$ cat config.mk
export PLATFORM = sky130hd
export DESIGN_NAME = mult_div_unit_flat
export DESIGN_NICKNAME = d
export VERILOG_FILES = /design/src/rtl/mult_div_unit_if.sv /design/src/rtl/mult_div_unit.sv /design/src/flat_wrapper.sv
export SDC_FILE = /design/constraint.sdc
export NUM_CORES = 1
export LEC_CHECK = 0
export BUFFER_PORTS_ARGS = -buffer_cell sky130_fd_sc_hd__buf_2
export CORE_MARGIN = 2
export CORE_UTILIZATION = 45
export DETAILED_ROUTE_END_ITERATION = 10
export SLEW_MARGIN = 20
export SYNTH_ARGS = -nofsm -noshare
export SYNTH_HDL_FRONTEND = slang
export SYNTH_SLANG_ARGS = --single-unit
$ cat constraint.sdc
create_clock -name clk -period 10 [get_ports clk]
set_clock_uncertainty 0.15 [all_clocks]
set_input_delay 1.5 -clock clk [delete_from_list [all_inputs] [get_ports clk]]
set_output_delay 1.5 -clock clk [all_outputs]
set_load 0.01 [all_outputs]
$ cat src/rtl/mult_div_unit_if.sv
// ---------------------------------------------------------------------------
// mult_div_unit_if
//
// Purpose: request/response bundle between the ALU pipeline and the
// iterative multiply/divide engine (mult_div_unit).
//
// Signals:
//   validIn    request strobe, taken only while readyOut is high
//   op         00 MULTU, 01 MULT, 10 DIVU, 11 DIV
//   SrcA       multiplicand / dividend
//   SrcB       multiplier / divisor
//   readyOut   engine is idle and can take a request
//   validOut   one-cycle completion pulse
//   Hi         product high half / remainder (held)
//   Lo         product low half / quotient (held)
//   divByZero  last divide had a zero divisor (held with Hi/Lo)
//
// Modports:
//   master  the requester (pipeline or testbench)
//   slave   the engine
// ---------------------------------------------------------------------------
interface mult_div_unit_if #(
  parameter int WIDTH = 32
);

  logic             validIn;
  logic [1:0]       op;
  logic [WIDTH-1:0] SrcA;
  logic [WIDTH-1:0] SrcB;
  logic             readyOut;
  logic             validOut;
  logic [WIDTH-1:0] Hi;
  logic [WIDTH-1:0] Lo;
  logic             divByZero;

  modport master (
    output validIn, op, SrcA, SrcB,
    input  readyOut, validOut, Hi, Lo, divByZero
  );

  modport slave (
    input  validIn, op, SrcA, SrcB,
    output readyOut, validOut, Hi, Lo, divByZero
  );

endinterface

$ cat src/rtl/mult_div_unit.sv
// ---------------------------------------------------------------------------
// mult_div_unit
//
// Purpose: iterative multiply/divide engine for the HI/LO path. Executes
// MULTU, MULT, DIVU and DIV on WIDTH-bit operands. Multiply retires
// RADIX_BITS multiplier bits per cycle; divide is restoring, one quotient
// bit per cycle. Signed operations run on magnitudes and a final FIX cycle
// applies the signs and loads the held Hi/Lo result registers.
//
// Parameters:
//   WIDTH       operand width; Hi and Lo are WIDTH bits each
//   RADIX_BITS  multiplier bits per multiply iteration (1, 2, 4 or 8;
//               WIDTH must be a multiple of it)
//
// Ports:
//   clk    rising-edge clock
//   rst_n  asynchronous active-low reset
//   bus    mult_div_unit_if slave modport (validIn, op, SrcA, SrcB in;
//          readyOut, validOut, Hi, Lo, divByZero out); the interface must
//          be instantiated with the same WIDTH as this module
//
// Optional build macro:
//   MULT_EARLY_TERM_EN  when defined, a multiply finishes as soon as the
//                       remaining multiplier bits are all zero (and skips
//                       iteration entirely when |SrcA| is zero). Results are
//                       identical; only multiply latency changes.
// ---------------------------------------------------------------------------
module mult_div_unit #(
  parameter int WIDTH      = 32,
  parameter int RADIX_BITS = 2
) (
  input  logic           clk,
  input  logic           rst_n,
  mult_div_unit_if.slave bus
);

  localparam int MUL_ITERS = WIDTH / RADIX_BITS;
  localparam int DIV_ITERS = WIDTH;
  localparam int CW        = $clog2(WIDTH + 1);

  typedef enum logic [1:0] {
    IDLE = 2'd0,
    MUL  = 2'd1,
    DIV  = 2'd2,
    FIX  = 2'd3
  } state_t;

  state_t r_state;
  state_t w_nextState;

  // Working registers. During a multiply {r_accHi, r_accLo} is the 2*WIDTH
  // product accumulator. During a divide r_accHi is the partial remainder
  // and r_accLo starts as the dividend and fills up with quotient bits.
  logic [WIDTH-1:0]   r_accHi;
  logic [WIDTH-1:0]   r_accLo;
  // The |SrcA| magnitude is the operand consumed RADIX_BITS at a time, so the
  // early-termination latency follows the bit length of |SrcA|. The product
  // is the same either way round.
  logic [WIDTH-1:0]   r_mplier;
  // Shifted addend for multiply; its low half doubles as the divisor.
  logic [2*WIDTH-1:0] r_mcand;
  logic [CW-1:0]      r_count;
  logic               r_signA;
  logic               r_signB;
  logic               r_isMul;
  logic               r_dbzPending;

  // Held results.
  logic [WIDTH-1:0]   r_hi;
  logic [WIDTH-1:0]   r_lo;
  logic               r_dbz;
  logic               r_validOut;

  logic               w_ready;
  logic               w_accept;
  logic               w_signA;
  logic               w_signB;
  logic [WIDTH-1:0]   w_absA;
  logic [WIDTH-1:0]   w_absB;
  logic               w_isDbz;
  logic               w_mulSkip;
  logic               w_mulLast;
  logic               w_divLast;
  logic               w_mulDone;
  logic [WIDTH-1:0]   w_mplierNext;
  logic [2*WIDTH-1:0] w_partial;
  logic [2*WIDTH-1:0] w_accSum;
  logic [WIDTH:0]     w_trial;
  logic [WIDTH:0]     w_diff;
  logic               w_borrow;
  logic [WIDTH-1:0]   w_divRem;
  logic [WIDTH-1:0]   w_divQuot;
  logic [2*WIDTH-1:0] w_prod;
  logic [2*WIDTH-1:0] w_prodFixed;
  logic [WIDTH-1:0]   w_quotFixed;
  logic [WIDTH-1:0]   w_remFixed;

  // Request decode: magnitudes only matter for signed ops with a negative
  // operand. The most-negative value negates to itself, which read as
  // unsigned is exactly 2^(WIDTH-1), the magnitude we want.
  assign w_accept = bus.validIn && (r_state == IDLE);
  assign w_signA  = bus.op[0] & bus.SrcA[WIDTH-1];
  assign w_signB  = bus.op[0] & bus.SrcB[WIDTH-1];
  assign w_absA   = w_signA ? (-bus.SrcA) : bus.SrcA;
  assign w_absB   = w_signB ? (-bus.SrcB) : bus.SrcB;
  assign w_isDbz  = bus.op[1] && (bus.SrcB == '0);

  assign w_mulLast = (r_count == CW'(MUL_ITERS - 1));
  assign w_divLast = (r_count == CW'(DIV_ITERS - 1));

  assign w_mplierNext = r_mplier >> RADIX_BITS;

`ifdef MULT_EARLY_TERM_EN
  // Stop as soon as no set multiplier bits remain; a zero |SrcA| never
  // needs an iteration at all.
  assign w_mulDone = w_mulLast || (w_mplierNext == '0);
  assign w_mulSkip = (w_absA == '0);
`else
  assign w_mulDone = w_mulLast;
  assign w_mulSkip = 1'b0;
`endif

  // One radix digit times the shifted multiplicand. The multiplicand is
  // shifted at most WIDTH bits in total, so 2*WIDTH bits never overflow.
  assign w_partial = {{(2*WIDTH-RADIX_BITS){1'b0}}, r_mplier[RADIX_BITS-1:0]} * r_mcand;
  assign w_accSum  = {r_accHi, r_accLo} + w_partial;

  // Restoring divide step. The partial remainder is always below the
  // divisor, so the shifted value fits WIDTH+1 bits and the top bit of the
  // difference is a clean borrow flag.
  assign w_trial   = {r_accHi, r_accLo[WIDTH-1]};
  assign w_diff    = w_trial - {1'b0, r_mcand[WIDTH-1:0]};
  assign w_borrow  = w_diff[WIDTH];
  assign w_divRem  = w_borrow ? w_trial[WIDTH-1:0] : w_diff[WIDTH-1:0];
  assign w_divQuot = {r_accLo[WIDTH-2:0], ~w_borrow};

  // Sign correction applied in the FIX cycle. The remainder follows the
  // dividend's sign, the product and quotient follow signA^signB.
  assign w_prod      = {r_accHi, r_accLo};
  assign w_prodFixed = (r_signA ^ r_signB) ? (-w_prod) : w_prod;
  assign w_quotFixed = (r_signA ^ r_signB) ? (-r_accLo) : r_accLo;
  assign w_remFixed  = r_signA ? (-r_accHi) : r_accHi;

  // State register; reset drops any in-flight operation immediately.
  always_ff @(posedge clk or negedge rst_n) begin
    if (!rst_n) begin
      r_state <= IDLE;
    end else begin
      r_state <= w_nextState;
    end
  end

  // Next-state logic. A divide by zero has nothing to iterate, so it goes
  // straight to FIX where the fixed divide-by-zero result is published.
  always_comb begin
    w_nextState = r_state;
    w_ready     = 1'b0;
    case (r_state)
      IDLE: begin
        w_ready = 1'b1;
        if (w_accept) begin
          if (bus.op[1]) begin
            w_nextState = w_isDbz ? FIX : DIV;
          end else begin
            w_nextState = w_mulSkip ? FIX : MUL;
          end
        end
      end
      MUL: begin
        if (w_mulDone) begin
          w_nextState = FIX;
        end
      end
      DIV: begin
        if (w_divLast) begin
          w_nextState = FIX;
        end
      end
      FIX: begin
        w_nextState = IDLE;
      end
      default: begin
        w_nextState = IDLE;
      end
    endcase
  end

  // Datapath: operand capture on accept, one multiply or divide step per
  // cycle, and the result load in FIX. validOut is high only in the cycle
  // after FIX, which is already an IDLE cycle.
  always_ff @(posedge clk or negedge rst_n) begin
    if (!rst_n) begin
      r_accHi      <= '0;
      r_accLo      <= '0;
      r_mplier     <= '0;
      r_mcand      <= '0;
      r_count      <= '0;
      r_signA      <= 1'b0;
      r_signB      <= 1'b0;
      r_isMul      <= 1'b0;
      r_dbzPending <= 1'b0;
      r_hi         <= '0;
      r_lo         <= '0;
      r_dbz        <= 1'b0;
      r_validOut   <= 1'b0;
    end else begin
      r_validOut <= 1'b0;
      case (r_state)
        IDLE: begin
          if (w_accept) begin
            r_isMul      <= ~bus.op[1];
            r_signA      <= w_signA;
            r_signB      <= w_signB;
            r_dbzPending <= w_isDbz;
            r_count      <= '0;
            r_mplier     <= w_absA;
            r_mcand      <= {{WIDTH{1'b0}}, w_absB};
            if (bus.op[1]) begin
              // Divide by zero preloads the final raw result here.
              r_accHi <= w_isDbz ? bus.SrcA : '0;
              r_accLo <= w_isDbz ? '1 : w_absA;
            end else begin
              r_accHi <= '0;
              r_accLo <= '0;
            end
          end
        end
        MUL: begin
          {r_accHi, r_accLo} <= w_accSum;
          r_mplier           <= w_mplierNext;
          r_mcand            <= r_mcand << RADIX_BITS;
          r_count            <= r_count + CW'(1);
        end
        DIV: begin
          r_accHi <= w_divRem;
          r_accLo <= w_divQuot;
          r_count <= r_count + CW'(1);
        end
        FIX: begin
          r_validOut <= 1'b1;
          r_dbz      <= r_dbzPending;
          if (r_isMul) begin
            r_hi <= w_prodFixed[2*WIDTH-1:WIDTH];
            r_lo <= w_prodFixed[WIDTH-1:0];
          end else if (r_dbzPending) begin
            r_hi <= r_accHi;
            r_lo <= r_accLo;
          end else begin
            r_hi <= w_remFixed;
            r_lo <= w_quotFixed;
          end
        end
        default: begin
          r_validOut <= 1'b0;
        end
      endcase
    end
  end

  assign bus.readyOut  = w_ready;
  assign bus.validOut  = r_validOut;
  assign bus.Hi        = r_hi;
  assign bus.Lo        = r_lo;
  assign bus.divByZero = r_dbz;

endmodule

$ cat src/flat_wrapper.sv
// flat-port wrapper written by rule: the top's interface ports become plain ports
module mult_div_unit_flat 
#(
  parameter int WIDTH      = 32,
  parameter int RADIX_BITS = 2
)
  (clk, rst_n, bus_validIn, bus_op, bus_SrcA, bus_SrcB, bus_readyOut, bus_validOut, bus_Hi, bus_Lo, bus_divByZero);
  mult_div_unit_if #(.WIDTH(WIDTH)) bus_i ();
  input  logic clk;
  input  logic rst_n;
  input wire logic [$bits(bus_i.validIn)-1:0] bus_validIn;
  input wire logic [$bits(bus_i.op)-1:0] bus_op;
  input wire logic [$bits(bus_i.SrcA)-1:0] bus_SrcA;
  input wire logic [$bits(bus_i.SrcB)-1:0] bus_SrcB;
  output wire logic [$bits(bus_i.readyOut)-1:0] bus_readyOut;
  output wire logic [$bits(bus_i.validOut)-1:0] bus_validOut;
  output wire logic [$bits(bus_i.Hi)-1:0] bus_Hi;
  output wire logic [$bits(bus_i.Lo)-1:0] bus_Lo;
  output wire logic [$bits(bus_i.divByZero)-1:0] bus_divByZero;
  assign bus_i.validIn = bus_validIn;
  assign bus_i.op = bus_op;
  assign bus_i.SrcA = bus_SrcA;
  assign bus_i.SrcB = bus_SrcB;
  assign bus_readyOut = bus_i.readyOut;
  assign bus_validOut = bus_i.validOut;
  assign bus_Hi = bus_i.Hi;
  assign bus_Lo = bus_i.Lo;
  assign bus_divByZero = bus_i.divByZero;
  mult_div_unit #(.WIDTH(WIDTH), .RADIX_BITS(RADIX_BITS)) u_core (.clk(clk), .rst_n(rst_n), .bus(bus_i));
endmodule
# After elaboration in Yosys (flattened, before gate mapping)
# Index checks and enable logic that the tools add are counted.
# Widths: inputs -> output; s select.
# word_totals
ff_bits	238
# op_classes
add_sub_neg	8
multipliers	1
eq_ne	8
muxes	32
n_bitwise	5
n_reduce_logical	13
# op_table
op	n
$mux 32	16
$pmux 32 s3	2
$mux 64	2
$neg 32->32	4
$pmux 64 s2	1
$add 64x64->64	1
$mul 2x64->64	1
$neg 64->64	1
$pmux 32 s2	1
$sub 33x32->33	1
$logic_not 32->1	1
$pmux 6 s2	1
$mux 2	4
$pmux 2 s4	1
$reduce_and 2->1	4
$add 6x1->6 const B	1
$eq 6x4->1 const B	1
$eq 6x5->1 const B	1
$mux 6	1
$ne 2x1->1 const B	3
$eq 2x2->1 const B	2
$reduce_bool 2->1	2
$mux 1	3
$reduce_and 3->1	1
other kinds (8)	11

# Depth between registers and ports, before layout
# depth
ltp_word	6
depth_mapped	18

# Worst setup path before layout
# No wires, ideal clock.
# synth_path
kind	reg2reg
start	register u_core.r_mplier[1]
end	register u_core.r_accHi[24]
setup_time_ns	0.126
arrival_time_ns	4.083
required_time_ns	9.724
path_slack_ns	5.641
stages_incl_launch_ff	17
path_buffers	2
synth_period_minus_slack_ns	4.359
cell_sequence	dfrtp_1 clkbuf_1 clkbuf_1 nand2_1 fa_1 inv_1 ha_1 a211oi_1 o211ai_1 a211o_1 o2111a_1 or4_1 nand3_1 nand2_1 a31oi_2 nor4_1 o32a_1
# synth_between
elab_chain_len	3
# synth_lines
element	line_no	text
from (decl)	mult_div_unit.sv:59	logic [WIDTH-1:0] r_mplier;
from (signal assigned)	mult_div_unit.sv:216	r_mplier <= w_absA;
from (signal assigned)	mult_div_unit.sv:230	r_mplier <= w_mplierNext;
$mul 2x64->64	mult_div_unit.sv:125	assign w_partial = {{(2*WIDTH-RADIX_BITS){1'b0}}, r_mplier[RADIX_BITS-1:0]} * r_mcand;
$add 64x64->64	mult_div_unit.sv:126	assign w_accSum = {r_accHi, r_accLo} + w_partial;
$pmux 32 s3	mult_div_unit.sv:208	case (r_state)
to (signal assigned)	mult_div_unit.sv:220	r_accHi <= w_isDbz ? bus.SrcA : '0;
to (signal assigned)	mult_div_unit.sv:229	{r_accHi, r_accLo} <= w_accSum;
to (signal assigned)	mult_div_unit.sv:235	r_accHi <= w_divRem;
to (decl)	mult_div_unit.sv:54	logic [WIDTH-1:0] r_accHi;
# Every way passes these cells.
# A chain may end at the register's enable or synchronous reset.

# Final worst setup path
# layout_path
start	register u_core.r_mplier[1]
end	register u_core.r_accHi[3]
# The elaborated chain is that of the path after synthesis.

==> reports/summary.txt <==
Asr flop ratio synth: 100%
Hold Path Depth: 2
Final Util: 49.9%
Syn nets: 3020
WL/cell: 25.0 um
Final min period: 5.31 ns
Placed instance area: 22700 um2
Setup Viol. Count Final: 0
Hpwl dp: 67.6 mm
Number of global-route vias before repair: 20100
DRT Wirelength: 86.7 mm
Routability congestion estimate: 1.02
Yosys cell types: 84
CTS resizes: 0
Die area: 49700 um2
Top Metal Used: met5
Final Max Tran Viols: 0
Synth Flop Type: dfrtp_1
Synthesis Warnings: 0
Layout area overhead: 10.1%
Max-cap violations: 0
FF-to-FF End: u_core.r_accHi[3]
Met3 WL post-DR: 8.78 mm
Chip width: 223 um
ANT nets after route: 0
Worst-Margin Slew: 1.25 ns
Final setup TNS: 0 ns
Worst setup margin: 4.69 ns
Drt pass-1 iters: 6
Crit. End Element: register
CP arrival: 5.60 ns
Via-to-Cell Ratio: 6.19
Worst-case clock buffer depth: 3
Largest net degree at the start of global routing: 107
Synthesis-stage register bit count: 238
Register area: 5960 um2
R2R Path Start: u_core.r_mplier[1]
Post-synthesis instance total: 2783
Core footprint: 47500 um2
Initial antenna violation count: 3
Total track usage: 34.6%
Die Span Y: 223 um
Clk Latency, worst-skew pair: 0.60 ns
Number of hold violations in the final report: 0
TritonCTS Buffers: 31
Via count: 21400
Avg Inst Size Synth: 7.75 um2
Starting Density: 45.3%
Hold Crit Start: u_core.r_mplier[30]
Root Buffer: clkbuf_16
Critical path fanouts, max: 64
Gr ovfl total: 0
Status: finished clean
Nets: 3057
Worst relative slew slack: 16.7%
Startpoint Class: register
Post-synthesis sequential area ratio: 27.6%
Reg2reg setup slack: 4.69 ns
CP Data Required Time: 10.29 ns
H-tree Lvls: 1
Fin area: 23700 um2
Final period utilization: 53.1%
Hold_buf cts: 0
Post-CTS Setup Inserts: 0
Multi-input gate area: 14100 um2
Critical path type: register to register
CTS tree: built
Sink Count: 238
Routed length on met2: 35.9 mm
EDFF count, synth: 0
F_max: 188 MHz
HP Class: register to register
CTS clk-pin slew, worst paths: 0.06 ns
Critical Path Start: u_core.r_mplier[1]
Pre-CTS WS: 4.80 ns
Unrepaired setup endpoints after global routing: no
Initial drt markers: 2336
Placement Rows: 80
Fill count: 4809
DRC errors left: 0
Ports: 136
Cell Area, Synth: 21600 um2
WHS Endpoint: u_core.r_mplier[30]
M1 WL: 39.2 mm
First-pass GRT wire length: 130 mm
R2R depth: 17
Share of layout cells above drive strength 1: 9.38%
IO buf count: 135
[metrics by stage]
stage	std cells	hold slack, ns
after floorplan	2783	0.298
after global placement	3402	0.312
after detailed placement	3402	0.316
after CTS	3460	0.330
after global routing	3460	0.363
final	3461	0.332
[final cells by class]
cell class / count / share of cell area, %
Clock buffer: 41 / 3.68
Multi-Input combinational cell: 2140 / 59.6
Sequential cell: 238 / 25.1
Antenna cell: 1 / 0.0105
Tap cell: 615 / 3.24
Clock inverter: 17 / 0.775
Timing Repair Buffer: 160 / 3.68
Inverter: 249 / 3.94
[cells in the final DEF (no fill, tap or decap), types with 17 or more instances in the layout]
cell,instances
o22ai_1,31
nor3_1,34
xor2_1,68
dfrtp_1,236
a21oi_1,286
or3_1,17
o21bai_1,17
nor2b_1,19
nand3_1,34
buf_2,134
ha_1,102
a21o_1,62
mux2i_1,33
fa_1,64
o21ai_0,196
inv_1,247
o31ai_1,30
nor2_1,232
nand4_1,30
clkbuf_16,31
and2_1,17
nand2_1,383
a211oi_1,44
and3_1,17
a31oi_1,37
xnor2_1,136
a22o_1,33
buf_4,25
[sequential cells by signal (all words and copies together), names as in the netlist, 2 cells and up]
register	count
u_core.r_state	2
u_core.r_mcand	64
u_core.r_mplier	32
u_core.r_accHi	32
u_core.r_count	6
u_core.r_accLo	32
u_core.bus.Hi	32
u_core.bus.Lo	32
[metal layers]
| metal | track usage, % | vias up |
|---|---|---|
| met2 | 50.7 | 1061 |
| li1 | - | 9742 |
| met3 | 7.19 | 160 |
| met4 | 9.66 | 2 |
| met5 | 0 | - |
| met1 | 51.3 | 10500 |
[cells by family after synthesis]
logic type | Yosys count | share of synthesized area [%]
flops | 238 | 27.6
compound gates | 870 | 25.1
xor+xnor | 205 | 8.36
mux | 48 | 2.32
fa+ha+maj | 168 | 12.0
buf+inv | 405 | 7.07
simple gates | 849 | 17.6
[worst max path at each step]
stage / endpoint / cells past startpoint
after floorplan: u_core.r_accHi[24] / 16
after global placement: u_core.r_accHi[7] / 17
after detailed placement: u_core.r_accHi[3] / 17
after CTS: u_core.r_accHi[27] / 17
after global routing: u_core.r_accHi[7] / 17
final: u_core.r_accHi[3] / 17
[critical path, stage by stage (launching register included)]
cell and delay [ns]:
dfrtp_2 0.34, buf_4 0.57, nand2_1 0.16, fa_1 0.49
inv_1 0.07, ha_1 0.19, inv_1 0.07, fa_1 0.40
nand2b_1 0.18, a211oi_1 0.34, o21ai_0 0.22, a21oi_1 0.43
a31oi_1 0.48, o31ai_1 0.49, xnor2_1 0.17, nor2_1 0.06
a221oi_1 0.21, o21ai_0 0.10
[synthesized netlist by cell type, types with 5 or more instances]
library cell / instances / area share (%)
clkbuf_1: 144 / 2.5
o21ai_0: 197 / 4.6
a221oi_1: 14 / 0.57
ha_1: 104 / 6.0
o22ai_1: 31 / 0.90
and3_1: 17 / 0.49
mux2_2: 15 / 0.78
nand4_1: 30 / 0.87
mux2i_1: 33 / 1.5
xor2_1: 68 / 2.8
dfrtp_1: 238 / 28
xnor2_1: 136 / 5.5
a31oi_1: 37 / 1.1
nand2_1: 383 / 6.7
nor4_1: 14 / 0.41
or3_1: 17 / 0.49
nand3_1: 34 / 0.79
o41ai_1: 5 / 0.20
inv_1: 247 / 4.3
buf_1: 9 / 0.16
nor3_1: 34 / 0.79
or4_1: 7 / 0.24
a211oi_1: 44 / 1.5
a21oi_1: 286 / 6.6
a21boi_0: 6 / 0.21
o21a_1: 11 / 0.38
o211a_1: 8 / 0.37
fa_1: 64 / 5.9
o31ai_1: 30 / 1.0
o21ai_1: 8 / 0.19
a22o_1: 33 / 1.3
nand2b_1: 15 / 0.44
and2_1: 17 / 0.49
a21o_1: 62 / 2.2
nor2_1: 233 / 4.1
a22oi_1: 15 / 0.52
o21bai_1: 17 / 0.59
a41oi_1: 5 / 0.20
nor2b_1: 19 / 0.55
o211ai_1: 13 / 0.45
Power is not shown: default switching activity piles up to over one toggle a cycle in this logic, so the estimate is an artifact.
